**src/rtl/neuron_ctrl_pkg.sv**
```systemverilog
// neuron_ctrl_pkg: shared types and constants for the neuron update controller.
package neuron_ctrl_pkg;
    localparam int WEIGHTS_PER_WORD = 4;
    typedef enum logic [1:0] {IDLE, READ, WRITE} state_t;
    function automatic int syn_aw(input int m);
        return 2 * m - 2;
    endfunction
endpackage

```
**src/rtl/aer_spike_reg.sv**
```systemverilog
// aer_spike_reg: one-entry valid/ready holding register; a load wins over a same-cycle drain.
module aer_spike_reg #(
    parameter int W = 8
) (
    input  logic         clk,
    input  logic         rst,
    input  logic         load_i,
    input  logic [W-1:0] addr_i,
    input  logic         ready_i,
    output logic         valid_o,
    output logic [W-1:0] addr_o
);
    logic         valid_q, valid_d;
    logic [W-1:0] addr_q, addr_d;
    always_comb begin
        valid_d = load_i | (valid_q & ~ready_i);
        addr_d  = load_i ? addr_i : addr_q;
    end
    always_ff @(posedge clk or posedge rst) begin
        if (rst) begin
            valid_q <= 1'b0;
            addr_q  <= '0;
        end else begin
            valid_q <= valid_d;
            addr_q  <= addr_d;
        end
    end
    assign valid_o = valid_q;
    assign addr_o  = addr_q;
endmodule

```
**src/rtl/neuron_update_ctrl.sv**
```systemverilog
// neuron_update_ctrl: sweeps all neurons per event/tref request, issuing read and
// write-back cycles to the neuron core, and stalls reads while the spike register is full.
module neuron_update_ctrl
    import neuron_ctrl_pkg::*;
#(
    parameter int M = 8,
    parameter int N = 2 ** M
) (
    input  logic                   CLK,
    input  logic                   RST,
    input  logic                   event_valid_i,
    input  logic [M-1:0]           event_addr_i,
    output logic                   event_ready_o,
    input  logic                   tref_valid_i,
    output logic                   tref_ready_o,
    output logic                   synarray_cs_o,
    output logic [syn_aw(M)-1:0]   synarray_addr_o,
    output logic                   neuron_event_o,
    output logic                   neuron_write_o,
    output logic                   neuron_tref_o,
    output logic [M-1:0]           neuron_idx_o,
    output logic [M-1:0]           count_o,
    input  logic                   neuron_spike_i,
    output logic                   spike_valid_o,
    output logic [M-1:0]           spike_addr_o,
    input  logic                   spike_ready_i,
    output logic                   busy_o,
    output logic                   done_o
);
    localparam int SHIFT = $clog2(WEIGHTS_PER_WORD);
    state_t               state_q, state_d;
    logic [M-1:0]         count_q, count_d, idx_q, idx_d;
    logic                 tref_q, tref_d, done_q, done_d, busy_q, busy_d;
    logic                 ev_q, ev_d, wr_q, wr_d, cs_q, cs_d;
    logic [syn_aw(M)-1:0] addr_q, addr_d;
    logic                 drain_ok;
    assign drain_ok = ~spike_valid_o | spike_ready_i;
    always_comb begin
        state_d = state_q;
        count_d = count_q;
        idx_d   = idx_q;
        tref_d  = tref_q;
        done_d  = 1'b0;
        case (state_q)
            IDLE: if (tref_valid_i || event_valid_i) begin
                state_d = READ;
                count_d = '0;
                tref_d  = tref_valid_i;
                idx_d   = tref_valid_i ? idx_q : event_addr_i;
            end
            READ: state_d = drain_ok ? WRITE : READ;
            WRITE: if (count_q == M'(N - 1)) begin
                state_d = IDLE;
                done_d  = 1'b1;
                tref_d  = 1'b0;
            end else begin
                state_d = READ;
                count_d = count_q + M'(1);
            end
            default: state_d = IDLE;
        endcase
        // strobes are registered, so they are decoded from the next state
        ev_d   = state_d != IDLE;
        busy_d = state_d != IDLE;
        wr_d   = state_d == WRITE;
        cs_d   = (state_d == READ) & ~tref_d;
        addr_d = {idx_d, count_d[M-1:SHIFT]};
    end
    always_ff @(posedge CLK or posedge RST) begin
        if (RST) begin
            state_q <= IDLE;
            count_q <= '0;
            idx_q   <= '0;
            tref_q  <= 1'b0;
            done_q  <= 1'b0;
            busy_q  <= 1'b0;
            ev_q    <= 1'b0;
            wr_q    <= 1'b0;
            cs_q    <= 1'b0;
            addr_q  <= '0;
        end else begin
            state_q <= state_d;
            count_q <= count_d;
            idx_q   <= idx_d;
            tref_q  <= tref_d;
            done_q  <= done_d;
            busy_q  <= busy_d;
            ev_q    <= ev_d;
            wr_q    <= wr_d;
            cs_q    <= cs_d;
            addr_q  <= addr_d;
        end
    end
    aer_spike_reg #(.W(M)) u_spike (
        .clk     (CLK),
        .rst     (RST),
        .load_i  ((state_q == WRITE) & neuron_spike_i),
        .addr_i  (count_q),
        .ready_i (spike_ready_i),
        .valid_o (spike_valid_o),
        .addr_o  (spike_addr_o)
    );
    assign event_ready_o   = state_q == IDLE;
    assign tref_ready_o    = state_q == IDLE;
    assign synarray_cs_o   = cs_q;
    assign synarray_addr_o = addr_q;
    assign neuron_event_o  = ev_q;
    assign neuron_write_o  = wr_q;
    assign neuron_tref_o   = tref_q;
    assign neuron_idx_o    = idx_q;
    assign count_o         = count_q;
    assign busy_o          = busy_q;
    assign done_o          = done_q;
endmodule

```
**config.mk**
```make
export PLATFORM = sky130hd
export DESIGN_NAME = neuron_update_ctrl
export DESIGN_NICKNAME = d
export VERILOG_FILES = /design/src/rtl/neuron_ctrl_pkg.sv /design/src/rtl/aer_spike_reg.sv /design/src/rtl/neuron_update_ctrl.sv
export SDC_FILE = /design/constraint.sdc
export NUM_CORES = 1
export LEC_CHECK = 0
export ABC_AREA = 1
export CORE_ASPECT_RATIO = 1.75
export CORE_MARGIN = 8
export CORE_UTILIZATION = 45
export CTS_BUF_LIST = sky130_fd_sc_hd__clkbuf_8
export CTS_CLUSTER_SIZE = 12
export DETAILED_ROUTE_END_ITERATION = 6
export PLACE_DENSITY = 0.89
export SETUP_SLACK_MARGIN = 0.2
export SKIP_CTS_REPAIR_TIMING = 1
export SLEW_MARGIN = 20
export SYNTH_ARGS = -nofsm -noshare
export SYNTH_HDL_FRONTEND = slang
export SYNTH_SLANG_ARGS = --single-unit
```
**constraint.sdc**
```tcl
create_clock -name CLK -period 3.25 [get_ports CLK]
set_clock_uncertainty 0.05 [all_clocks]
set_input_delay 0.65 -clock CLK [delete_from_list [all_inputs] [get_ports CLK]]
set_output_delay 0.65 -clock CLK [all_outputs]
set_load 0.01 [all_outputs]
```
; Word level (Yosys, flattened, before mapping)
; Cells that the tools add are included.
[word_totals]
reg_bits = 46
wordCells = 48
[op_classes]
addsub = 1
n_eq_ne = 7
mux = 15
bitwise_logic = 8
n_reduce_logical = 5
[op_table]
columns = op, n
row1 = 8-bit 2-to-1 mux, 5
row2 = 8-bit one-hot mux with 2 select lines, 1
row3 = "8-bit by 1-bit adder with 8-bit output, second input constant", 1
row4 = "8-bit equality test, second input constant", 1
row5 = 2-bit one-hot mux with 3 select lines, 1
row6 = 1-bit 2-to-1 mux, 5
row7 = "2-bit by 1-bit equality test with 1-bit output, second input constant", 2
row8 = "2-bit equality test, second input constant", 2
row9 = 2-bit 2-to-1 mux, 2
row10 = 2-bit nonzero test, 2
row11 = 1-bit bitwise AND, 3
row12 = 1-bit inverter, 3
row13 = 3-bit AND reduction, 1
row14 = 2-bit zero test, 1
row15 = "2-bit by 1-bit != test with 1-bit output, second input constant", 1
row16 = "2-bit != test, second input constant", 1
row17 = 1-bit bitwise OR, 2
row18 = 1-bit one-hot mux with 2 select lines, 1
row19 = 1-bit logical OR, 1

; Logic depth before layout (Yosys ltp)
[logic_depth]
depth_word = 6
mapped_depth = 8
mapped_depth_nobuf = 8

; Hierarchy
; Synthesis repeated with hierarchy kept, for this count alone.
[unflattened]
cells_unflattened = 193
area_unflattened_um2 = 1664.1
[modules_own_cells]
columns = mod, instances, cells_each, area_each_um2, seq_area_each_um2
row1 = neuron_update_ctrl, 1, 154, 1318.8, 575.6
row2 = aer_spike_reg, 1, 39, 345.3, 225.2

; Worst setup path before layout
; OpenSTA, ideal clock, no wires.
[synth_timing]
path_kind = reg-to-output
startpoint = register state_q[0]
endpoint = output port tref_ready_o
t_arrival_ns = 0.922
required_ns = 2.550
path_slack_ns = 1.628
stages_incl_launch_ff = 3
cell_sequence = dfrtp_1 nor2_2 buf_4
[synth_between]
elab_chain_cells = 1
[synth_lines]
columns = element, line
row1 = from (decl), neuron_update_ctrl.sv:31  ; state_t state_q, state_d;
row2 = from (signal assigned), neuron_update_ctrl.sv:82  ; state_q <= state_d;
row3 = 2-bit zero test, --
row4 = to (decl), neuron_update_ctrl.sv:15  ; output logic tref_ready_o,
; No other way between the ends.

; Final worst setup path
[layout_timing]
startpoint = register state_q[0]
endpoint = output port tref_ready_o
[layout_between]
elab_chain_cells = 1
[layout_lines]
columns = element, line
row1 = 2-bit zero test, neuron_update_ctrl.sv:104  ; assign tref_ready_o = state_q == IDLE;
; No other way between the ends.

==> results.cfg <==
[critical_path]
crit_buf_inv = 1
path_cells = nor2_2 -> clkdlybuf4s50_1
critPathMaxStageDelay_ns = 0.60
crit_path_top_delay_cell = clkdlybuf4s50_1
cpLargestDelayFamily = buffers and inverters
cp-start-kind = flop
critPathCaptureType = output port
critPathArrivalTime_ns = 1.65
cp.required_ns = 2.55
cp_max_fo = 6
worstSetupPathType = reg -> out

[status]
status = completed

[yosys]
yosys.area.top_type_share_pct = 52.0
yosysWarnings = 0
synth_area_mm2 = 0.00154
synth_common_cells = 49 x nand2_1, 32 x dfrtp_1, 21 x nand3_1, 16 x buf_4, 14 x inv_1
syn_inst = 178
synth.area.top_cells = dfrtp_1 52%, nand2_1 12%, buf_4 7.8%
synth_top_area_cell = dfrtp_1
synth_fp_nets = 193
synth_area_per_cell_um2 = 8.65
synth-seq-cells = 32
async_flop_share_pct = 100
ys_types = 23
synth-edff-count = 0
synth-main-ff-cell = dfrtp_1
yosys.cell_count.top_type = nand2_1
seq_area_frac_synth_pct = 52.0

[clocking]
worst_setup_hold_path_clk_slew_ns = 0.06
numCtsBuffers = 5
clock_path_buffers = 2
ctsRootBufferMaster = clkbuf_8
cts_tree = done
clk_latency_ns = 0.28
cts.sinks = 32
cts_max_level = 2

[layout]
n_antenna_cell = 0
fin_cells = 275
layout-area-overhead-vs-synth_pct = 40.5
drive_above_1_share_pct = 7.83
nNetsFinal = 244

[drt]
viasPerCell = 4.95
ant_nets = 0
dr.first_iter.drc_count = 41
detail_route.wl_per_cell_um = 14.6
routed_wl_mm = 4.01
drc = 0
vias = 1362
drt_first_pass_iters = 6

[min_path]
hp-class = reg -> reg

[sta]
drv_slew = 0
setup_viol = 0
fmax_ghz = 0.425
slew_headroom_pct = 72.8
rsz0062_at_grt = false
setup_tns_ns = 0
min_period_over_period_pct = 72.4
tightest_slew_ns = 0.408
period_needed_ns = 2.35
finalHoldViolCount = 0

[global_route]
grt.total_usage_pct = 15.2
grt_max_degree = 33
grt_first_pass_wirelength_mm = 6.45
antenna_found_initial = 0
grt_pass1_vias = 1350
grt_remaining_overflow = 0

[pwr]
p_per_area_mw_per_mm2 = 794
vdd_drop_max_mv = 0.441
p_leak_nw = 1.00

[die]
boundaryPins = 61
dieArea_mm2 = 0.00562
die_h_um = 93.4
start_util_pct = 46.2
fp.coreArea_mm2 = 0.00333
rows = 28
die-width_um = 60.2

[place]
io_buffers = 60
routabilityCongestion = 0.843
dpl.hpwl_mm = 3.14
post-place-cells = 267

[job]
cap_violations = 0
flip-flops by register name (all words and copies together), names as in the netlist:
signal,count
count_o,2
done_o,1
neuron_event_o,1
neuron_tref_o,1
neuron_write_o,1
state_q,2
synarray_addr_o,14
synarray_cs_o,1
u_spike.addr_o,8
u_spike.valid_o,1
per-stage QoR:
| stage | worst slack [ns] | hold slack [ns] | power (mW) | utilization, % | cell area (um2) |
|---|---|---|---|---|---|
| 3_3_place_gp | 1.22 | 0.405 | 1.40 | 62.3 | 2070 |
| 5_1_grt | 0.830 | 0.475 | 1.82 | 65.0 | 2160 |
| 6_report | 0.897 | 0.433 | 1.72 | 65.0 | 2160 |
| 4_1_cts | 0.879 | 0.438 | 1.74 | 65.0 | 2160 |
| 3_5_place_dp | 1.19 | 0.424 | 1.43 | 62.3 | 2070 |
| 2_1_floorplan | 1.63 | 0.454 | 1.05 | - | 1540 |
logic make-up (layout without fill, tap and decap cells):
group,count (synthesis),in the layout,synth area share (%)
and+or+nand+nor,90,90,26.3
xor gates and xnor gates,1,1,0.569
DFF,32,32,52.0
buffers and inverters,36,88,13.5
adders and majority gates,1,1,0.813
AOI/OAI and AO/OA,18,18,6.75
report_power, final:
| part | leakage (nW) | total [mW] | switching, mW | internal [mW] |
|---|---|---|---|---|
| clock | 0.0538 | 0.302 | 0.136 | 0.166 |
| combinational | 0.528 | 0.784 | 0.383 | 0.402 |
| sequential | 0.421 | 0.629 | 0.110 | 0.520 |
final timing paths:
path,from,end,slack [ns],cells after the start
worst max register to register,count_o[0],synarray_cs_o,1.59,8
max in group asynchronous,RST,u_spike.addr_o[6],2.13,3
worst max-delay path,state_q[0],tref_ready_o,0.90,2
worst min-delay path,u_spike.addr_o[0],u_spike.addr_o[0],0.43,2
worst min register to register,u_spike.addr_o[0],u_spike.addr_o[0],0.43,2
min in group asynchronous,RST,synarray_cs_o,0.72,3
layout by cell type (no fill, tap or decap), types with 2 or more instances in the layout:
| cell | n |
|---|---|
| dfrtp_1 | 32 |
| nand3_1 | 21 |
| nand2_2 | 2 |
| o21ai_0 | 6 |
| clkbuf_8 | 6 |
| inv_1 | 16 |
| inv_2 | 3 |
| nor2_1 | 10 |
| nor2_2 | 2 |
| nor3_1 | 3 |
| nand2_1 | 49 |
| clkdlybuf4s50_1 | 60 |
| o21ai_1 | 9 |
layout make-up:
| cell class | count | area (um2) |
|---|---|---|
| Tap cell | 45 | 56.3 |
| Multi-Input combinational cell | 110 | 531 |
| Clock buffer | 6 | 82.6 |
| Fill cell | 277 | 1170 |
| Sequential cell | 32 | 801 |
| Clock inverter | 2 | 7.51 |
| Inverter | 19 | 76.3 |
| Timing Repair Buffer | 61 | 608 |
worst min-delay path, delay by kind of cell (launching register included):
kind          cells  cell delay (ns)
flops             1             0.34
simple gates      2             0.11
routing by layer:
metal,global-route usage (%),share of wire [%]
met5,0,0
met4,8.62,2.9
met3,3.71,6.4
met2,28.3,59
met1,13.9,32
Power figures use the tool's default switching activity.
